File: config.mk
export PLATFORM = sky130hd
export DESIGN_NAME = varredura_servo
export DESIGN_NICKNAME = d
export VERILOG_FILES = /design/src/rtl/varredura_servo.sv
export SDC_FILE = /design/constraint.sdc
export NUM_CORES = 1
export LEC_CHECK = 0
export BUFFER_PORTS_ARGS = -buffer_cell sky130_fd_sc_hd__buf_2
export CAP_MARGIN = 25
export CORE_MARGIN = 3
export CORE_UTILIZATION = 58
export CTS_CLUSTER_DIAMETER = 200
export CTS_CLUSTER_SIZE = 30
export DETAILED_ROUTE_END_ITERATION = 10
export MAX_ROUTING_LAYER = met4
export PLACE_DENSITY = 0.82
export SLEW_MARGIN = 10
export SYNTH_ARGS = -nofsm -noshare
export SYNTH_HDL_FRONTEND = slang
export SYNTH_SLANG_ARGS = --single-unit
File: constraint.sdc
create_clock -name clock -period 2 [get_ports clock]
set_input_delay 0.4 -clock clock [delete_from_list [all_inputs] [get_ports clock]]
set_output_delay 0.4 -clock clock [all_outputs]
set_load 0.005 [all_outputs]
File: src/rtl/varredura_servo.sv
// Triangular position sweep for the servo PWM stage: posicao walks POS_MIN..POS_MAX..POS_MIN,
// stepped by an internal timer (auto) or by rising edges of passo (manual).
module varredura_servo #(
    parameter int INTERVALO = 25_000_000,
    parameter int POS_MIN   = 0,
    parameter int POS_MAX   = 7
) (
    input  logic       clock,
    input  logic       reset,
    input  logic       ligar,
    input  logic       modo,
    input  logic       passo,
    output logic [2:0] posicao,
    output logic       sentido,
    output logic       fim_varredura,
    output logic [1:0] db_estado
);

    localparam int TW = (INTERVALO < 1) ? 1 : $clog2(INTERVALO + 1);
    localparam logic [TW-1:0] TIMER_LAST = TW'(INTERVALO - 1);
    localparam logic [2:0] PMIN = 3'(POS_MIN);
    localparam logic [2:0] PMAX = 3'(POS_MAX);

    typedef enum logic [1:0] {
        PARADO   = 2'b00,
        ESPERA   = 2'b01,
        ATUALIZA = 2'b10
    } estado_t;

    estado_t       state;
    logic [TW-1:0] timer;
    logic          passo_d;
    logic          passo_sub;
    logic [2:0]    pos_next;

    assign passo_sub = passo & ~passo_d;
    assign db_estado = state;

    // The direction flag flips exactly when a bound is reached, so the step never wraps.
    always_comb begin
        pos_next = posicao;
        if (sentido) pos_next = posicao + 3'd1;
        else         pos_next = posicao - 3'd1;
    end

    always_ff @(posedge clock) begin
        if (reset) begin
            state         <= PARADO;
            posicao       <= PMIN;
            sentido       <= 1'b1;
            fim_varredura <= 1'b0;
            timer         <= '0;
            passo_d       <= 1'b0;
        end else begin
            passo_d       <= passo;
            fim_varredura <= 1'b0;
            case (state)
                PARADO: begin
                    timer <= '0;
                    if (ligar) state <= ESPERA;
                end
                ESPERA: begin
                    if (!ligar) begin
                        state <= PARADO;
                        timer <= '0;
                    end else if (modo) begin
                        // Manual mode keeps the timer parked so a return to auto restarts a full interval.
                        timer <= '0;
                        if (passo_sub) state <= ATUALIZA;
                    end else if (timer == TIMER_LAST) begin
                        state <= ATUALIZA;
                        timer <= '0;
                    end else begin
                        timer <= timer + 1'b1;
                    end
                end
                ATUALIZA: begin
                    timer   <= '0;
                    state   <= ligar ? ESPERA : PARADO;
                    posicao <= pos_next;
                    if (sentido && (pos_next == PMAX)) begin
                        sentido       <= 1'b0;
                        fim_varredura <= 1'b1;
                    end else if (!sentido && (pos_next == PMIN)) begin
                        sentido       <= 1'b1;
                        fim_varredura <= 1'b1;
                    end
                end
                default: begin
                    state <= PARADO;
                    timer <= '0;
                end
            endcase
        end
    end

endmodule

### After elaboration in Yosys (flattened, before gate mapping)

Cells that the tools add are included.

| operators by class | value |
|---|---|
| add/sub/neg operators | 3 |
| multiply operators | 0 |
| divide/modulo/power cells | 0 |
| order comparisons | 0 |
| equality and inequality tests | 7 |
| shifts and indexed selects | 0 |
| mux-type cells | 12 |
| bitwise operators | 5 |
| reductions and logical operators | 10 |

Operators with widths:

| kind | number |
|---|---|
| $add 25x1->25 const B | 1 |
| $eq 25x25->1 const B | 1 |
| $mux 2 | 5 |
| $ne 4x4->1 const B | 2 |
| $pmux 2 s3 | 1 |
| $mux 1 | 5 |
| $reduce_or 5->1 | 1 |
| $not 1->1 | 4 |
| $add 3x1->3 const B | 1 |
| $eq 3x3->1 const B | 1 |
| $logic_not 3->1 | 1 |
| $mux 3 | 1 |
| $reduce_and 3->1 | 1 |
| $sub 3x1->3 const B | 1 |
| $eq 2x1->1 const B | 1 |
| $eq 2x2->1 const B | 1 |
| $logic_and 1x1->1 | 2 |
| $logic_not 2->1 | 1 |
| $ne 2x2->1 const B | 1 |
| $reduce_and 2->1 | 1 |
| $reduce_bool 2->1 | 1 |
| $reduce_or 2->1 | 1 |
| $and 1x1->1 | 1 |
| $logic_not 1->1 | 1 |

| word-level totals | value |
|---|---|
| register bits after elaboration | 33 |
| bits in latches | 0 |
| bits in writable memories | 0 |
| bits in read-only memories | 0 |
| input port bits | 5 |
| output and inout port bits | 7 |
| word-level logic and storage cells | 43 |
| memories | 0 |

### Logic depth before layout (Yosys ltp)

Gate-level depths: netlist of the first run.

| logic depth | value |
|---|---|
| depth after elaboration | 6 |
| depth in mapped cells | 6 |
| depth with buffers taken out | 6 |

### Worst setup path after synthesis of the first run

OpenSTA, ideal clock, no wires.

| timing path | value |
|---|---|
| path type | register -> register |
| from | reg timer[7] |
| to | reg timer[22] |
| library setup time | 66 ps |
| arrival | 1694 ps |
| data required time | 1934 ps |
| slack | 240 ps |
| cell stages (with the launch flop) | 6 |
| path buffers | 1 |
| period minus slack after synthesis | 1760 ps |
| cell sequence | dfxtp_1 -> nand4_4 -> or4_4 -> buf_6 -> or3_1 -> a21oi_2 |

| on the way | value |
|---|---|
| longest elaborated chain between the ends | 2 |
| elaborated cells between the ends (all ways) | 3 |
| classes of those cells | add/sub: 1; eq/ne: 1; reduce/logical: 1 |

Ends and longest elaborated chain:

| item | line | RTL |
|---|---|---|
| start, declared | 31 | `logic [TW-1:0] timer;` |
| start signal, assigned | 74 | `timer <= timer + 1'b1;` |
| parallel branches: the longest is 2 deep, another holds $add 25x1->25 | -- |  |

Parallel ways; which one is timed is not known.
A chain may end at the register's enable or synchronous reset.

### Final worst setup path of the first run

| timing path | value |
|---|---|
| from | reg timer[2] |
| to | reg timer[17] |

The elaborated chain is that of the path after synthesis.

==> results of run 1 <==
-- worst reg2reg max path, stage by stage (launching register included) --
cell and delay, ps:
dfxtp_1 430, nand4_1 260, nor3_1 340, or4b_2 610, a21oi_1 150
-- layout make-up --
type,instances,area (sq um)
tap,30,37.5
multi-input combinational,136,885
clock inverter,2,10.0
inverter,4,15.0
clock buffer,6,41.3
sequential,33,663
fill,195,801
timing repair buffer,16,92.6
-- registers in the layout, summed over array words and instances, names as in the netlist --
| name | count |
|---|---|
| posicao | 3 |
| db_estado | 2 |
| fim_varredura | 1 |
| passo_d | 1 |
| sentido | 1 |
| timer | 25 |
-- per-stage QoR --
| step | total power [mW] | area, sq um |
|---|---|---|
| 2_1_floorplan | 0.688 | 1590 |
| 3_3_place_gp | 0.698 | 1690 |
| 3_5_place_dp | 0.699 | 1690 |
| 4_1_cts | 1.05 | 1740 |
| 5_1_grt | 1.08 | 1740 |
| 6_report | 1.03 | 1740 |
-- routing by layer --
metal,part of all wire (%),global-route usage [%]
met1,43,26.9
met2,52,36.4
met3,3.9,6.36
met4,0.89,12.3
met5,0,-
-- power groups by stage --
stage / Combinational (mW) / Sequential (mW) / Clock (mW)
finish: 0.0216 / 0.662 / 0.346
global route: 0.0243 / 0.663 / 0.394
CTS: 0.0217 / 0.663 / 0.362
detailed placement: 0.0216 / 0.678 / 0
global placement: 0.0205 / 0.677 / 0
floorplan: 0.0101 / 0.677 / 0
-- logic make-up after synthesis --
group | after synthesis
AO/OA/AOI/OAI | 26
XOR/XNOR | 16
adder cells (fa/ha/maj) | 5
buffers and inverters | 9
flip-flops | 33
multiplexers | 1
AND/OR/NAND/NOR | 88
-- placed cells by master (no fill, tap or decap), types with 4 or more instances in the layout --
cell type	synthesis	final
nor2_1	19	19
nand4_1	7	7
xnor2_1	8	8
inv_1	4	4
nand2_1	12	12
nor2b_1	4	4
or3_1	7	7
ha_1	4	4
buf_2	3	11
and3_1	4	4
nand3_1	12	12
xor2_1	8	8
clkbuf_4	0	5
buf_4	0	5
nor4_1	5	5
a21oi_1	11	11
o21ai_0	8	8
dfxtp_1	33	31
-- worst paths after layout --
check                                                  to  slack [ps]  depth (start not counted)
worst min register to register  db_estado[1]$_SDFFE_PP0P_         510                          3
worst max register to register       timer[17]$_SDFF_PP0_         150                          4
worst max-delay path                 timer[17]$_SDFF_PP0_         150                          4
worst min-delay path                   passo_d$_SDFF_PP0_         310                          2
-- what timing repair did --
action	CTS	global route
setup endpoints to repair	0	1
hold buffers	0	0
gates resized for setup	0	2
==> results.yml, run 1 <==
clock_network:
  cts-root-buf: "clkbuf_4"
  cts_tree: "yes"
  numCtsBuffers: 5
  insertion_delay_ps: 330
  cts_max_level: 2
  clk_pin_slew_ps: 90
  postCtsSetupBuffers: 0
  cts.path.max_buffers: 2
  cts.sinks: 33
synth:
  synth_compound_area_share_pct: 10.1
  synth_flop_cell: "dfxtp_1"
  async_flop_share_pct: 0
  yosysMostFrequentCell: "dfxtp_1"
  ys_ff_latch: 33
  yosys-top-cells-count: "dfxtp_1, nor2_1, nand2_1, nand3_1, a21oi_1"
  syn-cell-area_sq_um: 1590
  synthTopCellsByArea: "dfxtp_1, nor2_1, xnor2_1, xor2_1, nand3_1"
  synthXorXnorAreaFrac_pct: 8.81
  post-synth-top-area-cell: "dfxtp_1"
  yosysSeqAreaShare_pct: 41.5
  synth_fa_ha_area_share_pct: 4.41
  syn_avg_cell_area_sq_um: 8.93
  synth_simple_gate_area_share_pct: 31.7
  syn-num-nets: 188
  synth_cell_types: 40
  synth_top_family_by_area: "simple AND/OR/NAND/NOR gates"
  synth_top_area_share_pct: 41.5
  yosys_warnings: 0
  synthMuxAreaShare_pct: 0.629
  synth_edf_count: 0
  syn_inst: 178
power:
  intPower_uw: 803
  peakVddDrop_mv: 0.587
  combPwrFrac_pct: 2.1
  clock_power_share_pct: 33.6
  power.density_nw_per_um2: 591
  seqPwrFrac_pct: 64.3
  switching_power_uw: 227
  sw_frac_of_total_pct: 22.0
  p_leak_nw: 0.603
global_route:
  grt_start_max_net_pins: 17
  grt.total_usage_pct: 23.2
  antenna_found_initial: 0
  overflow: 0
  grt_pass1_wl_um: 5910
  grt_pass1_vias: 1368
sta:
  relSlewSlack_pct: 66.3
  worstMarginPinSlew_ps: 501
  hold_viol: 0
  clock_skew_ps: 10.5
  finalSetupViolCount: 0
  hold_ws_ps: 310
  setup_tns_ps: 0
  setup_ws_ps: 146
  fmax_mhz: 539
  slew_viol_final: 0
  period_minus_slack_ps: 1850
  min_period_over_period_pct: 92.7
place:
  dp.cells: 219
  dp_hpwl_um: 2510
  portBuffers: 11
  gp_congestion: 1.00
  dp_slack_ps: 168
final_layout:
  synthToLayoutAreaGrowth_pct: 9.68
  instances_no_fill: 227
  drive_above_1_share_pct: 17.3
  fin_nets: 206
  diodes: 0
  fin_util_pct: 68.5
floorplanning:
  dieArea_sq_um: 3410
  initial_utilization_pct: 62.5
  die_y_um: 58.4
  design.core.area_sq_um: 2540
  ios: 12
  row_count: 18
  die_x_um: 58.4
worst_setup_path:
  worstPathCellList: "nand4_1 > nor3_1 > or4b_2 > a21oi_1"
  cp_top_family: "simple AND/OR/NAND/NOR gates"
  required_ps: 2260
  path_class: "reg -> reg"
  worstSetupEndpointType: "flip-flop"
  crit_slowest_cell: "or4b_2"
  max_stage_delay_ps: 610
  cp-startpoint: "timer[2]$_SDFF_PP0_"
  critPathMaxFanout: 6
  crit_path_start_kind: "flip-flop"
  reg2reg_from: "timer[2]$_SDFF_PP0_"
  cp.arrival_ps: 2110
  worst-path-buf-inv: 0
routing:
  wl_per_cell_um: 14.9
  num_vias: 1363
  drt-total-wl_um: 3390
  first_pass_iters: 4
  drtIter0Drc: 61
  postRouteAntennaNets: 0
  drc: 0
  via_per_inst: 6.00
outcome:
  status: "finished clean"
min_path:
  hp-class: "in -> reg"
  hold_start: "passo"
job:
  cap_violations: 0
(Power assumes the default switching activity.)
==> inputs of run 2 (changes only) <==
--- a/config.mk
+++ b/config.mk
@@ -5,15 +5,16 @@
 export SDC_FILE = /design/constraint.sdc
 export NUM_CORES = 1
 export LEC_CHECK = 0
+export ABC_AREA = 1
 export BUFFER_PORTS_ARGS = -buffer_cell sky130_fd_sc_hd__buf_2
 export CAP_MARGIN = 25
 export CORE_MARGIN = 3
-export CORE_UTILIZATION = 58
+export CORE_UTILIZATION = 60
 export CTS_CLUSTER_DIAMETER = 200
 export CTS_CLUSTER_SIZE = 30
 export DETAILED_ROUTE_END_ITERATION = 10
 export MAX_ROUTING_LAYER = met4
-export PLACE_DENSITY = 0.82
+export PLACE_DENSITY = 0.84
 export SLEW_MARGIN = 10
 export SYNTH_ARGS = -nofsm -noshare
 export SYNTH_HDL_FRONTEND = slang
==> run 2 against run 1 <==
  * Non-clock buffer count fell by 5
  * Synthesized cell count up 44%
  * Design area increased by 17%
  * Clock power increased by 51%
  * Worst hold slack worse by 39 ps
  * Clock skew grew 2.4 ps
  * Wire length up 2.8%
  * Critical path depth increased by 4
  * Clock-buffer cell count increased by 1
  * Core utilization rose by 2.1 points
  * Global-route usage shrank 2.0 points
  * Highest routed layer unchanged
==> results.yml, run 2 <==
final_layout:
  regArea_sq_um: 661
  layout_commonest_cell: "nand2_1"
  final_cell_mix: "nand2_1, nor2_1, dfxtp_1"
  diodes: 0
  drive_above_1_share_pct: 22.3
  largest-register: "timer"
  largest_reg_flops: 25
  fin_nets: 283
  synthToLayoutAreaGrowth_pct: 8.12
  multiInputGateArea_sq_um: 1090
  fillCellCount: 257
synth:
  async_flop_share_pct: 0
  ys_ff_latch: 33
  yosysMostFrequentCell: "nand2_1"
  syn-cell-area_sq_um: 1880
  syn_avg_cell_area_sq_um: 7.32
  yosysSeqAreaShare_pct: 35.1
  synthTopCellsByArea: "dfxtp_1, nand2_1, nor2_1, nor2_2, inv_1"
  synth_edf_count: 0
  post-synth-top-area-cell: "dfxtp_1"
  synth_top_area_share_pct: 35.1
  syn-num-nets: 267
  yosys-top-cells-count: "nand2_1, nor2_1, dfxtp_1"
  syn_inst: 257
  synth_flop_cell: "dfxtp_1"
  yosys_warnings: 0
  synth_cell_types: 28
global_route:
  overflow: 0
  antenna_found_initial: 0
  grt.total_usage_pct: 21.2
  grt_pass1_vias: 1368
  grt_start_max_net_pins: 25
  grt_pass1_wl_um: 5730
floorplanning:
  die_x_um: 62.0
  die_y_um: 62.0
  design.core.area_sq_um: 2880
  initial_utilization_pct: 65.4
  row_count: 19
  ios: 12
  dieArea_sq_um: 3840
power:
  intPower_uw: 973
  switching_power_uw: 247
  combPwrFrac_pct: 2.6
  p_leak_nw: 0.689
  peakVddDrop_mv: 0.376
  power.density_nw_per_um2: 600
  seqPwrFrac_pct: 54.7
  clock_power_share_pct: 42.7
  sw_frac_of_total_pct: 20.3
worst_setup_path:
  crit_slowest_cell: "dfxtp_1"
  crit_path_start_kind: "flip-flop"
  max_stage_delay_ps: 380
  path_class: "reg -> reg"
  cp_top_family: "simple AND/OR/NAND/NOR gates"
  critPathMaxFanout: 24
  required_ps: 2210
  worstSetupEndpointType: "flip-flop"
  worst-path-buf-inv: 0
  cp.arrival_ps: 1870
  worstPathCellList: "ha_1 > nand2_2 > nor2_8 > nand2_4 > nor2_4 > nand2_2 > nand2_4 > nor3b_1"
clock_network:
  cts_resized: 0
  postCtsSetupBuffers: 0
  cts-root-buf: "clkbuf_4"
  cts.sinks: 33
  insertion_delay_ps: 340
  cts_tree: "yes"
  cts.path.max_buffers: 2
  clk_pin_slew_ps: 100
  numCtsBuffers: 5
  cts_max_level: 2
  holdBufCountCts: 0
outcome:
  status: "finished clean"
job:
  cap_violations: 0
sta:
  period_minus_slack_ps: 1660
  fmax_mhz: 601
  relSlewSlack_pct: 74.1
  min_period_over_period_pct: 83.2
  worstMarginPinSlew_ps: 388
  hold_ws_ps: 272
  hold_viol: 0
  finalSetupViolCount: 0
  clock_skew_ps: 13.0
  rsz0062_at_grt: "no"
  setup_tns_ps: 0
  slew_viol_final: 0
place:
  dp_hpwl_um: 2700
  portBuffers: 11
  gp_congestion: 0.909
routing:
  drt-total-wl_um: 3480
  first_pass_iters: 4
  via_per_inst: 5.03
  wl_per_cell_um: 11.0
  num_vias: 1589
  drtIter0Drc: 100
  postRouteAntennaNets: 0
  drc: 0
min_path:
  hp-class: "in -> reg"
-- run 2: layout make-up --
type                       instances  area share (%)
sequential                        33            32.5
tap                               42            2.58
multi-input combinational        198            53.6
timing repair buffer              11            2.71
clock inverter                     1            1.48
clock buffer                       7            2.71
inverter                          24            4.43
-- run 2: worst paths after layout --
kind	from	end	slack (ps)	cells past startpoint
worst max-delay path	timer[0]$_SDFF_PP0_	timer[2]$_SDFF_PP0_	340	8
worst max register to register	timer[0]$_SDFF_PP0_	timer[2]$_SDFF_PP0_	340	8
worst min-delay path	reset	db_estado[0]$_SDFFE_PP0P_	270	2
worst min register to register	timer[0]$_SDFF_PP0_	timer[0]$_SDFF_PP0_	470	1
-- run 2: cell families (layout without fill, tap and decap cells) --
logic type,Yosys count,after routing,synth area share [%]
adders and majority gates,5,5,3.73
DFF,33,33,35.1
xor gates and xnor gates,10,10,4.66
buffers and inverters,26,43,6.92
and+or+nand+nor,162,162,42.0
AOI/OAI and AO/OA,21,21,7.52
-- run 2: stage by stage --
step	total power, mW	setup slack, ps	instances	instance area (sq um)	utilization (%)
final	1.22	335	316	2030	70.7
after global placement	0.714	395	308	1950	67.7
after detailed placement	0.715	334	308	1950	67.7
after global routing	1.25	191	316	2030	70.7
after floorplan	0.704	436	257	1880	-
after CTS	1.23	317	316	2030	70.7
-- run 2: metal layers --
metal,track usage (%),vias to the layer above,routed length [um]
li1,-,838,-
met1,26.9,715,1770
met2,31.1,30,1510
met3,6.82,6,153
met4,8.48,0,50
met5,-,-,0
-- run 2: power groups by stage --
stage	registers, mW	logic, mW	clock network (mW)
2_1_floorplan	0.682	0.0220	0
3_3_place_gp	0.682	0.0322	0
3_5_place_dp	0.682	0.0327	0
4_1_cts	0.667	0.0328	0.526
5_1_grt	0.668	0.0379	0.548
6_report	0.667	0.0323	0.521
